==> src/rtl/apb_counter_slave.sv <==
`timescale 1ns/1ps
// APB3 completer wrapping a free-running up-counter. It exposes CTRL, LOAD_VAL, COUNT and a
// sticky WRAP status. The live count and a one-cycle wrap pulse also go to neighbouring logic.
module apb_counter_slave #(
   parameter int unsigned WIDTH       = 8,
   parameter int unsigned ADDR_W      = 4,
   parameter int unsigned WAIT_STATES = 0
) (
   input  logic              CLK,
   input  logic              reset,
   input  logic              psel,
   input  logic              penable,
   input  logic              pwrite,
   input  logic [ADDR_W-1:0] paddr,
   input  logic [31:0]       pwdata,
   output logic [31:0]       prdata,
   output logic              pready,
   output logic              pslverr,
   output logic [WIDTH-1:0]  count,
   output logic              c_out
);

   typedef enum logic [1:0] {StIdle, StSetup, StAccess} state_e;

   localparam logic [1:0] AddrCtrl   = 2'd0;
   localparam logic [1:0] AddrLoad   = 2'd1;
   localparam logic [1:0] AddrCount  = 2'd2;
   localparam logic [1:0] AddrStatus = 2'd3;

   state_e             state_q, state_d;
   logic [1:0]         wait_q, wait_d;
   logic               pready_q, pready_d;
   logic               pslverr_q, pslverr_d;
   logic [31:0]        prdata_q, prdata_d;
   logic               en_q, en_d;
   logic [WIDTH-1:0]   load_val_q, load_val_d;
   logic [WIDTH-1:0]   count_q, count_d;
   logic               wrap_q, wrap_d;
   logic               c_out_q, c_out_d;

   logic [1:0]  reg_sel;
   logic        addr_ok;
   logic        bus_err;
   logic        commit;
   logic        wr_ok;
   logic        do_load;
   logic        wrap_evt;
   logic [31:0] rd_val;
   logic        unused_in;

   assign unused_in = ^{pwdata, paddr};

   assign reg_sel  = paddr[3:2];
   assign addr_ok  = (paddr[1:0] == 2'b00);
   assign bus_err  = !addr_ok || (pwrite && reg_sel == AddrCount);
   assign commit   = (state_q == StAccess) && psel && penable && pready_q;
   assign wr_ok    = commit && pwrite && addr_ok;
   assign do_load  = wr_ok && (reg_sel == AddrCtrl) && pwdata[1];
   // A load takes priority over the increment, so loading all-ones never counts as a wrap.
   assign wrap_evt = !do_load && en_q && (count_q == {WIDTH{1'b1}});

   // Register-file and counter next state.
   always_comb begin
      en_d       = en_q;
      load_val_d = load_val_q;
      count_d    = count_q;
      wrap_d     = wrap_q;
      c_out_d    = wrap_evt;
      if (wr_ok && reg_sel == AddrCtrl) en_d = pwdata[0];
      if (wr_ok && reg_sel == AddrLoad) load_val_d = pwdata[WIDTH-1:0];
      // Load uses LOAD_VAL as held before this edge.
      if (do_load) count_d = load_val_q;
      else if (en_q) count_d = count_q + WIDTH'(1);
      // Set wins over a simultaneous W1C.
      if (wrap_evt) wrap_d = 1'b1;
      else if (wr_ok && reg_sel == AddrStatus && pwdata[0]) wrap_d = 1'b0;
   end

   // Read mux on next-state values: the registered prdata then shows the state of the
   // completing cycle, i.e. COUNT before the completing edge's increment.
   always_comb begin
      rd_val = '0;
      case (reg_sel)
         AddrCtrl:   rd_val[0] = en_d;
         AddrLoad:   rd_val[WIDTH-1:0] = load_val_d;
         AddrCount:  rd_val[WIDTH-1:0] = count_d;
         default:    rd_val[0] = wrap_d;
      endcase
   end

   // Bus FSM next state and registered response.
   always_comb begin
      state_d   = state_q;
      wait_d    = wait_q;
      pready_d  = 1'b0;
      pslverr_d = 1'b0;
      prdata_d  = '0;
      case (state_q)
         StIdle: begin
            if (psel && !penable) state_d = StSetup;
         end
         StSetup: begin
            if (!psel) begin
               state_d = StIdle;
            end else begin
               state_d  = StAccess;
               wait_d   = 2'd0;
               pready_d = (WAIT_STATES == 0);
            end
         end
         StAccess: begin
            if (!psel) begin
               state_d = StIdle;
            end else if (pready_q) begin
               state_d = (psel && !penable) ? StSetup : StIdle;
            end else begin
               wait_d   = wait_q + 2'd1;
               pready_d = ((32'(wait_q) + 32'd1) == WAIT_STATES);
            end
         end
         default: state_d = StIdle;
      endcase
      if (pready_d) begin
         pslverr_d = bus_err;
         prdata_d  = bus_err ? 32'd0 : rd_val;
      end
   end

   // State update with asynchronous reset.
   always_ff @(posedge CLK or posedge reset) begin
      if (reset) begin
         state_q    <= StIdle;
         wait_q     <= 2'd0;
         pready_q   <= 1'b0;
         pslverr_q  <= 1'b0;
         prdata_q   <= '0;
         en_q       <= 1'b0;
         load_val_q <= '0;
         count_q    <= '0;
         wrap_q     <= 1'b0;
         c_out_q    <= 1'b0;
      end else begin
         state_q    <= state_d;
         wait_q     <= wait_d;
         pready_q   <= pready_d;
         pslverr_q  <= pslverr_d;
         prdata_q   <= prdata_d;
         en_q       <= en_d;
         load_val_q <= load_val_d;
         count_q    <= count_d;
         wrap_q     <= wrap_d;
         c_out_q    <= c_out_d;
      end
   end

   assign prdata  = prdata_q;
   assign pready  = pready_q;
   assign pslverr = pslverr_q;
   assign count   = count_q;
   assign c_out   = c_out_q;

endmodule
==> config.mk <==
export PLATFORM = sky130hd
export DESIGN_NAME = apb_counter_slave
export DESIGN_NICKNAME = d
export VERILOG_FILES = /design/src/rtl/apb_counter_slave.sv
export SDC_FILE = /design/constraint.sdc
export NUM_CORES = 1
export LEC_CHECK = 0
export CAP_MARGIN = 20
export CORE_ASPECT_RATIO = 1.25
export CORE_MARGIN = 2
export CORE_UTILIZATION = 23
export CTS_BUF_LIST = sky130_fd_sc_hd__clkbuf_8
export DETAILED_ROUTE_END_ITERATION = 16
export PLACE_DENSITY = 0.6
export SLEW_MARGIN = 30
export SYNTH_ARGS = -nofsm -noshare
export SYNTH_HDL_FRONTEND = slang
export SYNTH_SLANG_ARGS = --single-unit
==> constraint.sdc <==
create_clock -name CLK -period 3.7 [get_ports CLK]
set_input_delay 0.37 -clock CLK [delete_from_list [all_inputs] [get_ports CLK]]
set_output_delay 0.37 -clock CLK [all_outputs]
set_load 0.01 [all_outputs]
# Word-level counts from Yosys, hierarchy flattened
# Cells that the tools add are included.
totals:
  register_bits: 57
  word_cells: 74
classes:
  reduce_logical: 25
  add_sub_neg: 3
  muxes: 25
  n_eq_ne: 11
ops:
  columns: ["operator", "count"]
  rows:
  - ["two-way mux 8 bit", 5]
  - ["logical NOT 32 bit", 1]
  - ["logical AND 1 bit", 14]
  - ["two-way mux 2 bit", 7]
  - ["case mux 7 bit (2 select lines)", 1]
  - ["adder 8 x 1 -> 8 bit, second input constant", 1]
  - ["equality test 8 bit, second input constant", 1]
  - ["two-way mux 1 bit", 8]
  - ["!= test 2 bit, second input constant", 4]
  - ["equality test 2 bit, second input constant", 3]
  - ["logical NOT 2 bit", 3]
  - ["case mux 2 bit (3 select lines)", 1]
  - ["equality test 2 x 1 -> 1 bit, second input constant", 2]
  - ["case mux 2 bit (2 select lines)", 1]
  - ["AND reduction 4 bit", 1]
  - ["adder 2 x 1 -> 3 bit, second input constant", 1]
  - ["logical NOT 1 bit", 3]
  - ["!= test 3 bit, second input constant", 1]
  - ["case mux 1 bit (3 select lines)", 1]
  - ["adder 2 x 1 -> 2 bit, second input constant", 1]
  - ["case mux 1 bit (2 select lines)", 1]
  - ["AND reduction 2 bit", 1]
  - ["nonzero test 2 bit", 1]
  - ["logical OR 1 bit", 1]

# Longest topological paths before layout
# Gate-level depths: netlist of the first run.
depth:
  depth_word: 15
  mapped_depth: 9

# Worst setup path after synthesis of the first run
# Ideal clock, no wire load.
synth_path:
  path_type: "register -> register"
  startpoint: "register state_q[0]"
  endpoint: "register prdata_q[3], in the netlist prdata[3]"
  t_arrival_ns: 1.927
  t_required_ns: 3.574
  path_buffers: 2
  path_slack_ns: 1.647
  stages_incl_launch_ff: 10
  path_cell_list: "dfrtp_1 -> inv_1 -> ha_1 -> buf_2 -> nand4_1 -> or3_4 -> buf_6 -> mux2_4 -> a22oi_1 -> nor2_1"
synth_between:
  elab_chain_len: 12
synth_lines:
  columns: ["element", "line_no", "source"]
  rows:
  - ["from (decl)", "30", "state_e state_q, state_d;"]
  - ["from (signal assigned)", "132", "state_q <= StIdle;"]
  - ["from (signal assigned)", "143", "state_q <= state_d;"]
  - ["equality test 2 bit", "56", "assign commit = (state_q == StAccess) && psel && penable && pready_q;"]
  - ["logical AND 1 bit (3 in a row)", "56", null]
  - ["logical AND 1 bit (2 in a row)", "57", "assign wr_ok = commit && pwrite && addr_ok;"]
  - ["logical AND 1 bit (2 in a row)", "58", "assign do_load = wr_ok && (reg_sel == AddrCtrl) && pwdata[1];"]
  - ["two-way mux 8 bit", "72", "if (do_load) count_d = load_val_q;"]
  - ["net count_d[3]", "37", "logic [WIDTH-1:0] count_q, count_d;"]
  - ["case mux 7 bit (2 select lines)", "83", "case (reg_sel)"]
  - ["two-way mux 8 bit", "125", "prdata_d = bus_err ? 32'd0 : rd_val;"]
  - ["two-way mux 8 bit", "123", "if (pready_d) begin"]
  - ["net prdata_d[3]", "34", "logic [31:0] prdata_q, prdata_d;"]
  - ["to (signal assigned)", "147", "prdata_q <= prdata_d;"]
  - ["to (decl)", "34", null]
# The timed path passes the listed nets, and every way through them passes these cells.
# A chain may end at the register's enable or synchronous reset.

# Worst setup path in the final report of the first run
layout_path:
  startpoint: "register state_q[0]"
  endpoint: "register prdata_q[0], in the netlist prdata[0]"
layout_lines:
  columns: ["element", "line_no"]
  rows:
  - ["equality test 2 bit", "56"]
  - ["logical AND 1 bit (3 in a row)", "56"]
  - ["logical AND 1 bit (2 in a row)", "57"]
  - ["logical AND 1 bit (2 in a row)", "58"]
  - ["two-way mux 8 bit", "72"]
  - ["net count_d[0]", "37"]
  - ["case mux 1 bit (3 select lines)", "83"]
  - ["two-way mux 8 bit", "125"]
  - ["two-way mux 8 bit", "123"]
  - ["net prdata_d[0]", "34"]
# The timed path passes the listed nets, and every way through them passes these cells.

==> flow_metrics.tcl, run 1 <==
set metrics [dict create \
    status "complete, no violations" \
    clk_path_buf_depth 2 \
    path_max_fanout 20 \
    drtPass1Iterations 4 \
    cts_made_buffers 5 \
    fmax_ghz 0.4273 \
    crit_required_ps 3870 \
    core_region_area_um2 8558 \
    finalSetupTns_ps 0 \
    yosysSeqAreaShare_pct 41.43 \
    diodes 0 \
    drive_above_1_share_pct 12.83 \
    synth_warnings 0 \
    initialDrtViolationCount 62 \
    ios 84 \
    cts_hold_buf 0 \
    clk_latency_ps 280 \
    row_count 38 \
    ant_nets 0 \
    grt_pass1_wl_um 6948 \
    dieArea_um2 9432 \
    clkTransAtPathRegs_ps 60 \
    synth_edf_count 0 \
    cp_data_arrival_time_ps 2510 \
    p_seq_share_pct 48.9 \
    dp_slack_ps 1054 \
    fin_util_pct 28.38 \
    synth.most_common_cell "dfrtp_1" \
    setup_ws_ps 1360 \
    fin_cells 326 \
    wl_per_cell_um 13.04 \
    num_vias 1439 \
    io_buffer_count 35 \
    nets 278 \
    antenna_found_initial 0 \
    drc 0 \
    final.min_clock_period_ps 2340 \
    power.share.clock_pct 29.7 \
    initial_utilization_pct 23.29 \
    ir_worst_vdd_mv 0.1220 \
    yosys.area.top_type "dfrtp_1" \
    grt_max_degree 34 \
    postSynthAreaPerCell_um2 10.55 \
    syn_inst 189 \
    cts_sinks 33 \
    start_kind "flip-flop" \
    overflow 0 \
    synth_seq_cells 33 \
    finish.instance_area_um2 2429 \
    period_share_pct 63.25 \
    synth_area_leaders "dfrtp_1 (41%), mux2_2 (10%), buf_4 (9.0%)" \
    drt_wl_total_um 4250 \
    p_switching_mw 0.2479 \
    finalHoldViolCount 0 \
    post_cts_resized 0 \
    synth.distinct_cells 42 \
    rsz0062_at_grt "no" \
    die_x_um 87.27 \
    grtUsageTotal_pct 9.526 \
    cts_htree_levels 2 \
    critPathKind "reg2reg" \
    finalSetupViolCount 0 \
    root_buffer "clkbuf_8" \
    ys_async_sr_fraction_pct 100.0 \
    dp_hpwl_um 3121 \
    endpoint_kind "flip-flop" \
    intPower_mw 0.5963 \
    placed_cells 318 \
    leakagePower_nw 1.118 \
    drv_cap 0 \
    hold_class "in2async" \
    syn_area_um2 1993 \
    maxSlewHeadroom_pct 63.10 \
    fill_cells 888 \
    ys.flop_type "dfrtp_1" \
    p_per_area_nw_per_um2 347.6 \
    drv_slew 0 \
    worst_pin_slew_ps 552.9 \
    syn_to_final_growth_pct 21.85 \
    synth_commonest_cells "dfrtp_1 (33), buf_4 (24), mux2_2 (18)" \
    synth_top_area_share_pct 41.43 \
    switching_share_pct 29.36 \
    cts_tree "built" \
    via_per_inst 4.414 \
    place_area_um2 2349 \
    grt_pass1_vias 1387 \
    postCtsSetupBuffers 0 \
    gp_congestion 0.7684 \
    finalClockSkew_ps 3.350 \
    combPwrFrac_pct 21.5 \
    fp.dieH_um 108.1 \
]
[stage by stage]
stage,hold WS (ps),total power [mW]
after floorplan,435.2,0.5540
after global placement,465.4,0.5928
after detailed placement,465.7,0.6020
after CTS,481.1,0.8542
after global routing,514.2,0.8982
final,475.3,0.8441
[kinds of logic (layout without fill, tap and decap cells)]
family                     after synthesis  count (layout)  synth area share [%]
AOI/OAI and AO/OA                       34              34                 12.05
muxes                                   21              21                 12.18
other                                    1              24                0.1881
DFF                                     33              33                 41.43
and+or+nand+nor                         47              47                 12.56
adders and majority gates               12              12                 7.533
xor gates and xnor gates                 5               5                 2.198
buffers and inverters                   36              50                 11.86
[worst paths after layout]
path,from,endpoint,slack (ps),depth (start not counted)
setup / recovery,state_q[0]$_DFFE_PP0P_,prdata[0]$_DFF_PP0_,1360,7
hold / removal,reset,prdata[3]$_DFF_PP0_,480,3
setup reg to reg,state_q[0]$_DFFE_PP0P_,prdata[0]$_DFF_PP0_,1360,7
hold reg to reg,wrap_q$_DFF_PP0_,wrap_q$_DFF_PP0_,480,2
max in group asynchronous,reset,pslverr$_DFF_PP0_,2900,3
min in group CLK,wrap_q$_DFF_PP0_,wrap_q$_DFF_PP0_,480,2
[flip-flops by register name, summed over array words and instances (netlist names)]
signal,flops
c_out,1
count,8
en_q,1
load_val_q,8
prdata,8
pready,1
pslverr,1
state_q,2
wait_q,2
wrap_q,1
[power groups by stage]
stage	registers (mW)	logic [mW]	clock network (mW)
floorplan	0.415	0.139	0
global placement	0.417	0.175	0
finish	0.413	0.181	0.250
global route	0.417	0.207	0.275
detailed placement	0.419	0.183	0
CTS	0.412	0.184	0.258
[final cells by class]
cell class	instances	area (um2)	area share (%)
inverters	6	22.52	0.9274
repair buffers	36	357.8	14.73
clock buffers	5	68.82	2.834
well taps	100	125.1	5.152
flip-flops and latches	33	825.8	34.00
clock inverters	3	11.26	0.4637
multi-input cells	143	1017	41.89
[worst max-delay path, stage by stage, from the launching register on]
cell and delay [ps]:
dfrtp_1 430, inv_1 100, ha_1 310, nand4_1 200
or3_4 540, mux2_2 280, nand2_1 50, a221oi_1 320
[placed cells by master, fill, tap and decap left out, types with 2 or more instances in the layout]
cell	netlist	final
and4_1	2	2
a21oi_1	6	6
nand2_1	17	17
clkbuf_8	0	5
o211ai_1	3	3
dfrtp_1	33	33
clkdlybuf4s50_1	0	35
o21a_1	3	3
xnor2_1	3	3
mux2_2	18	18
mux2_4	2	2
nor2b_1	2	2
o31ai_1	3	3
ha_1	12	12
conb_1	1	24
a22o_1	4	4
nor2_1	9	9
xor2_1	2	2
o21ai_0	5	5
inv_1	6	9
nand3_1	3	3
a22oi_1	4	4
nand4_1	3	3
o211a_1	2	2
[metal layers]
| metal | wire length (um) | global-route usage (%) | up-vias | share of wire [%] |
|---|---|---|---|---|
| met4 | 80 | 3.626 | 0 | 1.9 |
| li1 | - | - | 689 | - |
| met3 | 259 | 2.901 | 5 | 6.1 |
| met5 | 0 | 0 | - | 0 |
| met1 | 1756 | 11.11 | 708 | 41 |
| met2 | 2153 | 16.23 | 37 | 51 |
(Power assumes the default switching activity.)
==> inputs of run 2 (changes only) <==
==> constraint.sdc (replaced) <==
create_clock -name CLK -period 2.3 [get_ports CLK]
set_input_delay 0.23 -clock CLK [delete_from_list [all_inputs] [get_ports CLK]]
set_output_delay 0.23 -clock CLK [all_outputs]
set_load 0.01 [all_outputs]
==> flow_metrics.tcl, run 2 (synthesis gave the netlist of run 1 again) <==
set metrics [dict create \
    syn_to_final_growth_pct 27.50 \
    cts_htree_levels 2 \
    grt_pass1_wl_um 7086 \
    initial_utilization_pct 23.29 \
    drt-met1-wl_um 1810 \
    r2r_setup_slack_ps 120 \
    hold_class "in2async" \
    wl_per_cell_um 12.96 \
    path_max_fanout 8 \
    layout_commonest_cell "clkdlybuf4s50_1" \
    die_x_um 87.27 \
    ant_nets 0 \
    crit_required_ps 2460 \
    core_region_area_um2 8558 \
    postCtsSetupBuffers 0 \
    cp-endpoint "prdata[0]$_DFF_PP0_" \
    root_buffer "clkbuf_8" \
    drv_cap 0 \
    row_count 38 \
    diodes 0 \
    grt_max_degree 34 \
    overflow 0 \
    initialDrtViolationCount 43 \
    reg2reg_depth 7 \
    setup_ws_ps 115.7 \
    ir_worst_vdd_mv 0.1866 \
    routed-wl-met2_um 2202 \
    rsz0062_at_grt "no" \
    met3_length_um 247 \
    cts_hold_buf 0 \
    drc 0 \
    critPathKind "reg2reg" \
    start_kind "flip-flop" \
    leakagePower_nw 1.181 \
    dp_slack_ps -50.43 \
    finish.instance_area_um2 2541 \
    drv_slew 0 \
    grtUsageTotal_pct 9.797 \
    highest_layer "met4" \
    finalSetupViolCount 0 \
    startpoint "state_q[0]$_DFFE_PP0P_" \
    drt_wl_total_um 4394 \
    final_cell_mix "clkdlybuf4s50_1 (35), dfrtp_1 (33), conb_1 (24), mux2_2 (18), nand2_1 (17)" \
    finalHoldViolCount 0 \
    num_vias 1483 \
    grt_pass1_vias 1441 \
    status "complete, no violations" \
    place_area_um2 2459 \
    ios 84 \
    final.min_clock_period_ps 2184 \
    cts_tree "built" \
    cts_made_buffers 5 \
    cts_sinks 33 \
    antenna_found_initial 0 \
    io_buffer_count 35 \
    endpoint_kind "flip-flop" \
    fin_util_pct 29.69 \
    nets 291 \
    rr_startpoint "state_q[0]$_DFFE_PP0P_" \
    cp_data_arrival_time_ps 2350 \
    dp_hpwl_um 3274 \
    fp.dieH_um 108.1 \
    drive_above_1_share_pct 18.41 \
    period_share_pct 94.97 \
    via_per_inst 4.375 \
    clk_latency_ps 290 \
    drtPass1Iterations 4 \
    clkTransAtPathRegs_ps 70 \
    reg2reg_to "prdata[0]$_DFF_PP0_" \
    clk_path_buf_depth 2 \
    p_per_area_nw_per_um2 545.5 \
    finalClockSkew_ps 5.932 \
    finalSetupTns_ps 0 \
    dieArea_um2 9432 \
    gp_congestion 0.7602 \
    post_cts_resized 0 \
    fmax_ghz 0.4578 \
]
## run 2: per-stage QoR
stage               hold slack, ps  instances  power, mW
floorplan                    358.9        212     0.8912
global placement             464.4        331     0.9705
finish                       333.5        339      1.386
CTS                          353.5        339      1.409
global route                 405.0        339      1.486
detailed placement           462.2        331     0.9836
## run 2: critical path: stages, from the launching register on
cell      delay, ps
dfrtp_1         430
inv_1           110
ha_1            190
nand4_1         180
or3_4           500
mux2_2          260
nand2_1          50
a221oi_1        340
## run 2: routing by layer
layer	up-vias	global-route usage, %
met4	0	4.835
li1	716	-
met2	43	16.72
met5	-	0
met1	715	11.16
met3	9	2.595
## run 2: cell type report
class / count / area, um2
Fill cell: 897 / 6017
Sequential cell: 33 / 825.8
Clock buffer: 5 / 68.82
Multi-Input combinational cell: 143 / 1017
Timing Repair Buffer: 49 / 467.9
Inverter: 6 / 22.52
Tap cell: 100 / 125.1
Clock inverter: 3 / 13.76
## run 2: worst min path at each step
| stage | end | slack, ps | depth (start not counted) |
|---|---|---|---|
| 6_report | prdata[5]$_DFF_PP0_ | 330 | 3 |
| 5_1_grt | prdata[5]$_DFF_PP0_ | 400 | 3 |
| 4_1_cts | prdata[7]$_DFF_PP0_ | 350 | 3 |
| 3_5_place_dp | wrap_q$_DFF_PP0_ | 460 | 2 |
| 3_3_place_gp | wrap_q$_DFF_PP0_ | 460 | 2 |
| 2_1_floorplan | c_out$_DFF_PP0_ | 360 | 1 |
## run 2: power by group
group	total (mW)	switching, mW	internal, mW
sequential	0.665	0.0457	0.619
clock	0.417	0.212	0.205
combinational	0.305	0.152	0.153
==> inputs of run 3 (changes only) <==
--- a/config.mk
+++ b/config.mk
@@ -9,7 +9,6 @@
 export CORE_ASPECT_RATIO = 1.25
 export CORE_MARGIN = 2
 export CORE_UTILIZATION = 23
-export CTS_BUF_LIST = sky130_fd_sc_hd__clkbuf_8
 export DETAILED_ROUTE_END_ITERATION = 16
 export PLACE_DENSITY = 0.6
 export SLEW_MARGIN = 30
==> flow_metrics.tcl, run 3 (synthesis gave the netlist of run 1 again) <==
set metrics [dict create \
    postCtsSetupBuffers 0 \
    clk_latency_ps 290 \
    switching_share_pct 29.42 \
    ir_worst_vdd_mv 0.1892 \
    cp_data_arrival_time_ps 2350 \
    final_cell_mix "clkdlybuf4s50_1 (35), dfrtp_1 (33), conb_1 (24), mux2_2 (18), nand2_1 (17)" \
    syn_to_final_growth_pct 27.50 \
    grtUsageTotal_pct 9.797 \
    drive_above_1_share_pct 18.41 \
    row_count 38 \
    critPathKind "reg2reg" \
    p_switching_mw 0.4091 \
    crit_required_ps 2460 \
    hold_class "in2async" \
    grt_pass1_vias 1441 \
    reg2reg_depth 7 \
    dieArea_um2 9432 \
    fill_cells 897 \
    start_kind "flip-flop" \
    status "complete, no violations" \
    power_mw 1.390 \
    ios 84 \
    drc 0 \
    finalClockSkew_ps 5.932 \
    leakagePower_nw 1.177 \
    drv_cap 0 \
    path_max_fanout 8 \
    startpoint "state_q[0]$_DFFE_PP0P_" \
    power.share.clock_pct 30.3 \
    cts_made_buffers 5 \
    nets 291 \
    finalSetupViolCount 0 \
    cts_sinks 33 \
    dp_hpwl_um 3274 \
    grt_max_degree 34 \
    combPwrFrac_pct 21.9 \
    p_seq_share_pct 47.8 \
    diodes 0 \
    fin_util_pct 29.69 \
    initialDrtViolationCount 43 \
    antenna_found_initial 0 \
    ant_nets 0 \
    rsz0062_at_grt "no" \
    drv_slew 0 \
    gp_congestion 0.7602 \
    cp-endpoint "prdata[0]$_DFF_PP0_" \
    io_buffer_count 35 \
    r2r_setup_slack_ps 120 \
    fmax_ghz 0.4578 \
    reg2reg_to "prdata[0]$_DFF_PP0_" \
    grt_pass1_wl_um 7086 \
    num_vias 1483 \
    endpoint_kind "flip-flop" \
    clk_path_buf_depth 2 \
    fp.dieH_um 108.1 \
    wl_per_cell_um 12.96 \
    drt_wl_total_um 4394 \
    clkTransAtPathRegs_ps 70 \
    p_per_area_nw_per_um2 547.2 \
    cts_hold_buf 0 \
    drtPass1Iterations 4 \
    overflow 0 \
    intPower_mw 0.9814 \
    rr_startpoint "state_q[0]$_DFFE_PP0P_" \
    final.min_clock_period_ps 2184 \
    period_share_pct 94.97 \
    layout_commonest_cell "clkdlybuf4s50_1" \
    finalHoldViolCount 0 \
    die_x_um 87.27 \
    core_region_area_um2 8558 \
    via_per_inst 4.375 \
    post_cts_resized 0 \
    initial_utilization_pct 23.29 \
    root_buffer "clkbuf_8" \
    cts_tree "built" \
    cts_htree_levels 2 \
]
run 3: metal layers:
metal / wire length [um] / global-route usage [%] / share of wire [%]
met5: 0 / 0 / 0
met2: 2202 / 16.72 / 50
met1: 1810 / 11.16 / 41
met3: 247 / 2.595 / 5.6
met4: 133 / 4.835 / 3.0
run 3: metrics by stage:
stage	hold WS (ps)	setup TNS, ps	std cells	setup WS, ps	instance area [um2]
2_1_floorplan	358.9	0	212	246.9	2079
3_3_place_gp	464.4	-1.512	331	-1.512	2459
3_5_place_dp	462.2	-50.43	331	-50.43	2459
4_1_cts	353.5	0	339	123.7	2541
5_1_grt	405.0	0	339	9.520	2541
6_report	333.5	0	339	115.7	2541
run 3: critical path: stages (launching register included):
cell and delay (ps):
dfrtp_1 430, inv_1 110, ha_1 190, nand4_1 180, or3_4 500, mux2_2 260, nand2_1 50, a221oi_1 340
run 3: power by group through the flow:
| stage | combinational (mW) | clock, mW | sequential (mW) |
|---|---|---|---|
| 3_3_place_gp | 0.299 | 0 | 0.672 |
| 4_1_cts | 0.310 | 0.437 | 0.665 |
| 2_1_floorplan | 0.224 | 0 | 0.667 |
| 5_1_grt | 0.351 | 0.466 | 0.673 |
| 6_report | 0.305 | 0.421 | 0.665 |
| 3_5_place_dp | 0.309 | 0 | 0.674 |
run 3: how the worst min path moves through the flow:
stage	from	endpoint	slack, ps	depth (start not counted)
2_1_floorplan	reset	c_out$_DFF_PP0_	360	1
3_3_place_gp	wrap_q$_DFF_PP0_	wrap_q$_DFF_PP0_	460	2
3_5_place_dp	wrap_q$_DFF_PP0_	wrap_q$_DFF_PP0_	460	2
4_1_cts	reset	prdata[7]$_DFF_PP0_	350	3
5_1_grt	reset	prdata[5]$_DFF_PP0_	400	3
6_report	reset	prdata[5]$_DFF_PP0_	330	3
run 3: cell type report:
| cell class | instances | area [um2] | share of cell area, % |
|---|---|---|---|
| repair buffers | 49 | 467.9 | 18.41 |
| multi-input cells | 143 | 1017 | 40.03 |
| inverters | 6 | 22.52 | 0.8863 |
| clock buffers | 6 | 72.57 | 2.856 |
| flip-flops and latches | 33 | 825.8 | 32.50 |
| clock inverters | 2 | 10.01 | 0.3939 |
| well taps | 100 | 125.1 | 4.924 |
